## src/rtl/inert_spi_resp_pkg.sv

```systemverilog
// Shared widths, frame layout and state encoding for the inertial-sensor
// SPI responder (package spi_resp_pkg).
package spi_resp_pkg;

    localparam int FRAME_BITS = 16;
    localparam int ADDR_W     = 7;
    localparam int DATA_W     = 8;
    localparam int RW_BIT     = 15;

    // Bit counter: holds 0..FRAME_BITS and saturates there.
    localparam int CNT_W = 5;

    localparam logic [CNT_W-1:0] CNT_FULL = CNT_W'(FRAME_BITS);
    // Count before the rise that completes the address field.
    localparam logic [CNT_W-1:0] CNT_ADDR_LAST = CNT_W'(FRAME_BITS - DATA_W - 1);
    // Count at which the read data is loaded into the tx shifter.
    localparam logic [CNT_W-1:0] CNT_DATA_LOAD = CNT_W'(FRAME_BITS - DATA_W);

    typedef enum logic [1:0] {
        IDLE  = 2'd0,
        SHIFT = 2'd1,
        DONE  = 2'd2
    } resp_state_t;

    // True when the captured frame asks for a register read.
    function automatic logic frame_is_read(input logic [FRAME_BITS-1:0] frame);
        return frame[RW_BIT];
    endfunction

endpackage

```

## src/rtl/inert_spi_resp_sync_edge_det.sv

```systemverilog
// Input conditioning for the SPI pins: a 2-flop synchronizer with an extra
// history flop that yields single-cycle rise/fall pulses, plus a plain
// 2-flop synchronizer for data lines that need no edge detection.

module sync_edge_det #(
    parameter logic RST_VAL = 1'b0
) (
    input  logic clk,
    input  logic rst_n,
    input  logic async_i,
    output logic sync_o,
    output logic rise_o,
    output logic fall_o
);

    logic meta_q;
    logic sync_q;
    logic prev_q;

    // Two metastability stages followed by one history stage for edge detection.
    always_ff @(posedge clk or negedge rst_n) begin
        if (!rst_n) begin
            meta_q <= RST_VAL;
            sync_q <= RST_VAL;
            prev_q <= RST_VAL;
        end else begin
            meta_q <= async_i;
            sync_q <= meta_q;
            prev_q <= sync_q;
        end
    end

    assign sync_o = sync_q;
    assign rise_o = sync_q & ~prev_q;
    assign fall_o = ~sync_q & prev_q;

endmodule

module sync_2ff #(
    parameter logic RST_VAL = 1'b0
) (
    input  logic clk,
    input  logic rst_n,
    input  logic async_i,
    output logic sync_o
);

    logic meta_q;
    logic sync_q;

    // Plain two-stage synchronizer.
    always_ff @(posedge clk or negedge rst_n) begin
        if (!rst_n) begin
            meta_q <= RST_VAL;
            sync_q <= RST_VAL;
        end else begin
            meta_q <= async_i;
            sync_q <= meta_q;
        end
    end

    assign sync_o = sync_q;

endmodule

```

## src/rtl/inert_spi_resp.sv

```systemverilog
// SPI mode-0 responder for the 16-bit inertial-sensor link.
// Frame: bit 15 R/W (1 = read), bits 14:8 address, bits 7:0 write data.
// Read data is returned on MISO during the second byte of the same frame.
// Optional data-ready interrupt enabled by defining SPI_RESP_INT_EN;
// without it INT is tied low and nxt_smpl is ignored.

module inert_spi_resp
    import spi_resp_pkg::*;
(
    input  logic              clk,
    input  logic              rst_n,
    input  logic              SS_n,
    input  logic              SCLK,
    input  logic              MOSI,
    output logic              MISO,
    output logic [ADDR_W-1:0] rd_addr,
    input  logic [DATA_W-1:0] rd_data,
    output logic              wr_en,
    output logic [ADDR_W-1:0] wr_addr,
    output logic [DATA_W-1:0] wr_data,
    output logic              frm_done,
    output logic              frm_err,
    input  logic              nxt_smpl,
    output logic              INT
);

    // ------------------------------------------------------------------
    // Pin synchronization
    // ------------------------------------------------------------------
    logic ss_sync;
    logic ss_rise;
    logic ss_fall;
    logic sclk_unused;
    logic sclk_rise;
    logic sclk_fall;
    logic mosi_sync;

    // SS_n idles high, so its synchronizer resets high to avoid a false frame start.
    sync_edge_det #(.RST_VAL(1'b1)) u_ss_sync (
        .clk     (clk),
        .rst_n   (rst_n),
        .async_i (SS_n),
        .sync_o  (ss_sync),
        .rise_o  (ss_rise),
        .fall_o  (ss_fall)
    );

    sync_edge_det #(.RST_VAL(1'b0)) u_sclk_sync (
        .clk     (clk),
        .rst_n   (rst_n),
        .async_i (SCLK),
        .sync_o  (sclk_unused),
        .rise_o  (sclk_rise),
        .fall_o  (sclk_fall)
    );

    sync_2ff #(.RST_VAL(1'b0)) u_mosi_sync (
        .clk     (clk),
        .rst_n   (rst_n),
        .async_i (MOSI),
        .sync_o  (mosi_sync)
    );

    // ------------------------------------------------------------------
    // State and datapath registers
    // ------------------------------------------------------------------
    resp_state_t             state_q;
    resp_state_t             state_d;
    logic [CNT_W-1:0]        cnt_q;
    logic [FRAME_BITS-1:0]   rx_q;
    logic [DATA_W-1:0]       tx_q;
    logic [ADDR_W-1:0]       rd_addr_q;
    logic [ADDR_W-1:0]       wr_addr_q;
    logic [ADDR_W-1:0]       wr_addr_d;
    logic [DATA_W-1:0]       wr_data_q;
    logic [DATA_W-1:0]       wr_data_d;
    logic                    wr_en_q;
    logic                    wr_en_d;
    logic                    frm_done_q;
    logic                    frm_done_d;
    logic                    frm_err_q;
    logic                    frm_err_d;

    // Decoded per-cycle actions. An SS_n rise suppresses any SCLK edge seen
    // in the same cycle, so a racing final edge is never counted.
    logic start_frm;
    logic in_shift;
    logic take_bit;
    logic take_fall;
    logic frame_full;

    assign frame_full = (cnt_q == CNT_FULL);
    // A new frame may start from DONE so an SS_n fall in that cycle is not lost.
    assign start_frm  = ss_fall && ((state_q == IDLE) || (state_q == DONE));
    assign in_shift   = (state_q == SHIFT) && !ss_rise;
    assign take_bit   = in_shift && sclk_rise && !frame_full;
    assign take_fall  = in_shift && sclk_fall;

    // State register.
    always_ff @(posedge clk or negedge rst_n) begin
        if (!rst_n) begin
            state_q <= IDLE;
        end else begin
            state_q <= state_d;
        end
    end

    // Next-state logic: a frame is accepted only if all 16 bits arrived.
    always_comb begin
        state_d = state_q;
        unique case (state_q)
            IDLE: begin
                if (ss_fall) begin
                    state_d = SHIFT;
                end
            end
            SHIFT: begin
                if (ss_rise) begin
                    state_d = frame_full ? DONE : IDLE;
                end
            end
            DONE: begin
                state_d = ss_fall ? SHIFT : IDLE;
            end
            default: begin
                state_d = IDLE;
            end
        endcase
    end

    // Output decode: pulses and write fields, registered below for clean outputs.
    always_comb begin
        frm_done_d = 1'b0;
        wr_en_d    = 1'b0;
        frm_err_d  = 1'b0;
        wr_addr_d  = wr_addr_q;
        wr_data_d  = wr_data_q;
        if (state_q == DONE) begin
            frm_done_d = 1'b1;
            if (!frame_is_read(rx_q)) begin
                wr_en_d   = 1'b1;
                wr_addr_d = rx_q[RW_BIT-1 -: ADDR_W];
                wr_data_d = rx_q[DATA_W-1:0];
            end
        end
        if ((state_q == SHIFT) && ss_rise && !frame_full) begin
            frm_err_d = 1'b1;
        end
    end

    // Output pulse and write-field registers.
    always_ff @(posedge clk or negedge rst_n) begin
        if (!rst_n) begin
            frm_done_q <= 1'b0;
            wr_en_q    <= 1'b0;
            frm_err_q  <= 1'b0;
            wr_addr_q  <= '0;
            wr_data_q  <= '0;
        end else begin
            frm_done_q <= frm_done_d;
            wr_en_q    <= wr_en_d;
            frm_err_q  <= frm_err_d;
            wr_addr_q  <= wr_addr_d;
            wr_data_q  <= wr_data_d;
        end
    end

    // Shift datapath: rx captures MOSI on SCLK rises, tx drives MISO and
    // advances on SCLK falls; rd_addr is published once the address is complete.
    always_ff @(posedge clk or negedge rst_n) begin
        if (!rst_n) begin
            cnt_q     <= '0;
            rx_q      <= '0;
            tx_q      <= '0;
            rd_addr_q <= '0;
        end else if (start_frm) begin
            cnt_q <= '0;
            rx_q  <= '0;
            tx_q  <= '0;
        end else begin
            if (take_bit) begin
                rx_q  <= {rx_q[FRAME_BITS-2:0], mosi_sync};
                cnt_q <= cnt_q + CNT_W'(1);
                if (cnt_q == CNT_ADDR_LAST) begin
                    rd_addr_q <= {rx_q[ADDR_W-2:0], mosi_sync};
                end
            end
            if (take_fall) begin
                if (cnt_q == CNT_DATA_LOAD) begin
                    // rx[7] is the R/W bit once eight bits have been shifted in.
                    tx_q <= rx_q[DATA_W-1] ? rd_data : '0;
                end else begin
                    tx_q <= {tx_q[DATA_W-2:0], 1'b0};
                end
            end
        end
    end

    // ------------------------------------------------------------------
    // Optional data-ready interrupt
    // ------------------------------------------------------------------
`ifdef SPI_RESP_INT_EN
    logic int_q;

    // Set by a new sample, cleared when a read frame completes; set has priority.
    always_ff @(posedge clk or negedge rst_n) begin
        if (!rst_n) begin
            int_q <= 1'b0;
        end else if (nxt_smpl) begin
            int_q <= 1'b1;
        end else if ((state_q == DONE) && frame_is_read(rx_q)) begin
            int_q <= 1'b0;
        end
    end

    assign INT = int_q;
`else
    logic unused_nxt_smpl;
    assign unused_nxt_smpl = nxt_smpl;
    assign INT = 1'b0;
`endif

    // ------------------------------------------------------------------
    // Outputs
    // ------------------------------------------------------------------
    assign MISO     = ~ss_sync & tx_q[DATA_W-1];
    assign rd_addr  = rd_addr_q;
    assign wr_en    = wr_en_q;
    assign wr_addr  = wr_addr_q;
    assign wr_data  = wr_data_q;
    assign frm_done = frm_done_q;
    assign frm_err  = frm_err_q;

endmodule

```

## config.mk

```make
export PLATFORM = sky130hd
export DESIGN_NAME = inert_spi_resp
export DESIGN_NICKNAME = d
export VERILOG_FILES = /design/src/rtl/inert_spi_resp_pkg.sv /design/src/rtl/inert_spi_resp_sync_edge_det.sv /design/src/rtl/inert_spi_resp.sv
export SDC_FILE = /design/constraint.sdc
export NUM_CORES = 1
export LEC_CHECK = 0
export ABC_CLOCK_PERIOD_IN_PS = 2400
export CELL_PAD_IN_SITES_DETAIL_PLACEMENT = 2
export CELL_PAD_IN_SITES_GLOBAL_PLACEMENT = 2
export CORE_ASPECT_RATIO = 2
export CORE_UTILIZATION = 37
export CTS_BUF_LIST = sky130_fd_sc_hd__clkbuf_2 sky130_fd_sc_hd__clkbuf_4 sky130_fd_sc_hd__clkbuf_8
export DETAILED_ROUTE_END_ITERATION = 8
export GPL_TIMING_DRIVEN = 0
export MAX_ROUTING_LAYER = met4
export PLACE_DENSITY = 0.9
export REMOVE_ABC_BUFFERS = 1
export SYNTH_ARGS = -nofsm -noshare
export SYNTH_HDL_FRONTEND = slang
export SYNTH_SLANG_ARGS = --single-unit
```

## constraint.sdc

```tcl
create_clock -name clk -period 2.4 [get_ports clk]
set_input_delay 0.36 -clock clk [delete_from_list [all_inputs] [get_ports clk]]
set_output_delay 0.36 -clock clk [all_outputs]
set_load 0.02 [all_outputs]
```

==> summary.md, run 1 <==
| Metric | Value |
|---|---|
| Vias in the first global route | `2004` |
| P&R area growth vs syn | `26.7%` |
| Fin crit period | `2.13 ns` |
| Async S/R FF share, synth | `100%` |
| Core area | `6890 sq um` |
| Final max-slew violation count | `0` |
| IO buf count | `38` |
| Internal power | `1.77 mW` |
| Final Power | `2.31 mW` |
| Hold_ws | `0.102 ns` |
| Clock transition at path regs | `0.07 ns` |
| Net load switching power | `539 uW` |
| Flops & latches, synth | `64` |
| Most instantiated library cell after synthesis | `dfrtp_1` |
| Area of the die | `7450 sq um` |
| CP max FO | `22` |
| Footprint of the multi-input gates | `940 sq um` |
| Starting DRT DRC Count | `52` |
| Worst-Margin Slew | `1.08 ns` |
| Sequential cell area | `1610 sq um` |
| Startpoint Class | `flop` |
| CTS Root Cell | `clkbuf_8` |
| Antenna fix cells | `0` |
| Sequential-to-total area share from yosys stat | `61.2%` |
| FMAX | `469 MHz` |
| Register share of total power | `49.3%` |
| Fraction of layout cells with a size suffix above 1 | `24.4%` |
| DIE HEIGHT | `121 microns` |
| Grt total ovfl | `0` |
| Gate power share | `7.3%` |
| Synth Cell Area | `2620 sq um` |
| Pleak | `1.51 nW` |
| Final setup vio count | `0` |
| Fin. Hold Viols | `0` |
| Max Root-Sink Buffers | `2` |
| VDD IR max | `0.000342 V` |
| Clk Latency, worst-skew pair | `0.34 ns` |
| RSZ-0062 raised after global routing | `no` |
| Largest net degree at the start of global routing | `65` |
| Syn_area_per_cell | `12.0 sq um` |
| ANT nets after route | `0` |
| Filler cells | `724` |
| Clock tree from TritonCTS | `yes` |
| GP Congestion | `0.740` |
| Fin nets | `277` |
| Ports | `41` |
| Routed vias | `1814` |
| Max_cap viols | `0` |
| Row count | `43` |
| Tcrit/Tclk final | `88.9%` |
| Worst R2R Path Depth | `7` |
| Initial Util | `38.1%` |
| Antenna violations before repair | `0` |
| Relative slew margins | `28.1%` |
| Routed WL per cell | `18.4 microns` |
| Arr. time, crit path | `2.37 ns` |
| Total track usage | `20.4%` |
| Critical Path RT | `2.64 ns` |
| Layout Cells excl Fill | `356` |
| Yosys top cell area share | `58.2%` |
| Outcome | `completed` |
| H-tree depth | `3` |
| Main synth FF type | `dfrtp_1` |
| Worst Setup End Kind | `flop` |
| Synth top area cells | `dfrtp_1, mux2_2, nand2_1` |
| Hold_buf cts | `0` |
| Hold crit path type | `input pin to asynchronous set/reset pin` |
| Die width | `61.5 microns` |
| Mapped Cells | `218` |
| TritonCTS Buffers | `9` |
| Initial DRT Pass Iterations | `3` |
| Detail Placement HPWL | `4140 microns` |
| EDFF count, synth | `0` |
| Layout Skew | `0.00785 ns` |
| Avg Vias per Cell | `5.10` |
| Number of library cell types mapped by synthesis | `32` |
| Yosys top cell by area | `dfrtp_1` |
| Synth warnings | `0` |
| Top cell types by occurrence after synthesis | `dfrtp_1, nand2_1, mux2_2` |
| First-pass GRT wire length | `10300 microns` |
| Placed cells | `335` |
| Clock share of power | `43.4%` |
| Sw Share | `23.3%` |
| # DRC | `0` |
| Ratio of total power to cell area | `696 nW/um^2` |
| Clock sinks | `64` |
| WS Path Type | `flop to flop` |
| Total Routed Length | `6540 microns` |
==> critical path, stage by stage (launching register included) <==
cell and delay, ns:
dfrtp_1 0.43, inv_1 0.11, ha_1 0.24, nor4bb_2 0.54, nor4_4 0.09, buf_4 0.20
buf_6 0.18, o21ai_0 0.24
==> through the flow <==
stage / utilization [%] / setup TNS (ns) / cell area [sq um] / setup WS, ns
global route: 48.2 / 0 / 3320 / 0.126
finish: 48.2 / 0 / 3320 / 0.266
detailed placement: 44.5 / 0 / 3060 / 0.0764
CTS: 47.7 / 0 / 3280 / 0.0518
global placement: 44.3 / -73.07 / 3050 / -1.12
floorplan: - / 0 / 2560 / 0.222
==> logic make-up (layout without fill, tap and decap cells) <==
kind of cell / count (synthesis) / after routing / share of synthesized area, %
compound gates: 34 / 34 / 7.64
fa+ha+maj: 2 / 2 / 0.955
other cells: 1 / 1 / 0.143
buf+inv: 16 / 64 / 3.01
mux: 25 / 25 / 10.6
simple gates: 76 / 76 / 16.4
flops: 64 / 64 / 61.2
==> cells in the final DEF (no fill, tap or decap), types with 2 or more instances in the layout <==
master           count
clkbuf_8            13
nor2_1               2
clkdlybuf4s50_1     37
o21ai_1              3
ha_1                 2
a21oi_1              7
dfrtp_1             61
nand3_1             10
o21ai_0             16
and3_1               7
nor4_4               2
dfstp_2              3
o21ai_2              8
inv_1                4
mux2_2              22
nand3_2              2
mux2i_1              3
buf_4                6
nand2_1             41
==> final timing paths <==
path                                              start                      endpoint  slack [ns]
min                                               rst_n  u_mosi_sync.meta_q$_DFF_PN0_        0.10
min reg2reg                u_sclk_sync.meta_q$_DFF_PN0_  u_sclk_sync.sync_o$_DFF_PN0_        0.35
max reg2reg                        cnt_q[1]$_DFFE_PN0P_           rx_q[5]$_DFFE_PN0P_        0.27
max                                cnt_q[1]$_DFFE_PN0P_           rx_q[5]$_DFFE_PN0P_        0.27
max in group asynchronous                         rst_n           tx_q[3]$_DFFE_PN0P_        1.76
min in group clk           u_sclk_sync.meta_q$_DFF_PN0_  u_sclk_sync.sync_o$_DFF_PN0_        0.35
==> area by class of cell <==
type | instances | area share [%]
clock buffers | 14 | 5.61
repair buffers | 44 | 12.8
clock inverters | 2 | 1.06
well taps | 90 | 3.39
multi-input cells | 138 | 28.3
flip-flops and latches | 64 | 48.3
inverters | 4 | 0.452
==> power groups by stage <==
stage / sequential, mW / clock (mW) / combinational, mW
2_1_floorplan: 1.15 / 0 / 0.0768
3_3_place_gp: 1.16 / 0 / 0.139
3_5_place_dp: 1.16 / 0 / 0.160
4_1_cts: 1.14 / 1.03 / 0.162
5_1_grt: 1.15 / 1.06 / 0.186
6_report: 1.14 / 1.00 / 0.168
==> registers in the layout (all words and copies together) (netlist names), 2 cells and up <==
name	count
rx_q	16
wr_addr	7
state_q	2
rd_addr	7
cnt_q	5
wr_data	8
tx_q	8
==> repair_timing <==
item,4_1_cts,5_1_grt
pin swaps,1,1
resized for setup,0,0
endpoints found under the hold margin,0,0
endpoints found under the setup margin,1,7
buffers inserted,0,5
==> layer usage <==
metal,track usage (%),vias to the layer above,routed length [microns]
met5,-,-,0
met4,9.86,0,191
met3,4.80,15,181
met2,34.0,33,3780
met1,21.7,942,2390
li1,-,824,-
Power figures use the tool's default switching activity.
==> run 2: changes to the inputs <==
TNS_END_PERCENT = 10   (was not set)
==> results of run 2 <==
The final DEF is identical to that of run 1; final timing and power are the same.
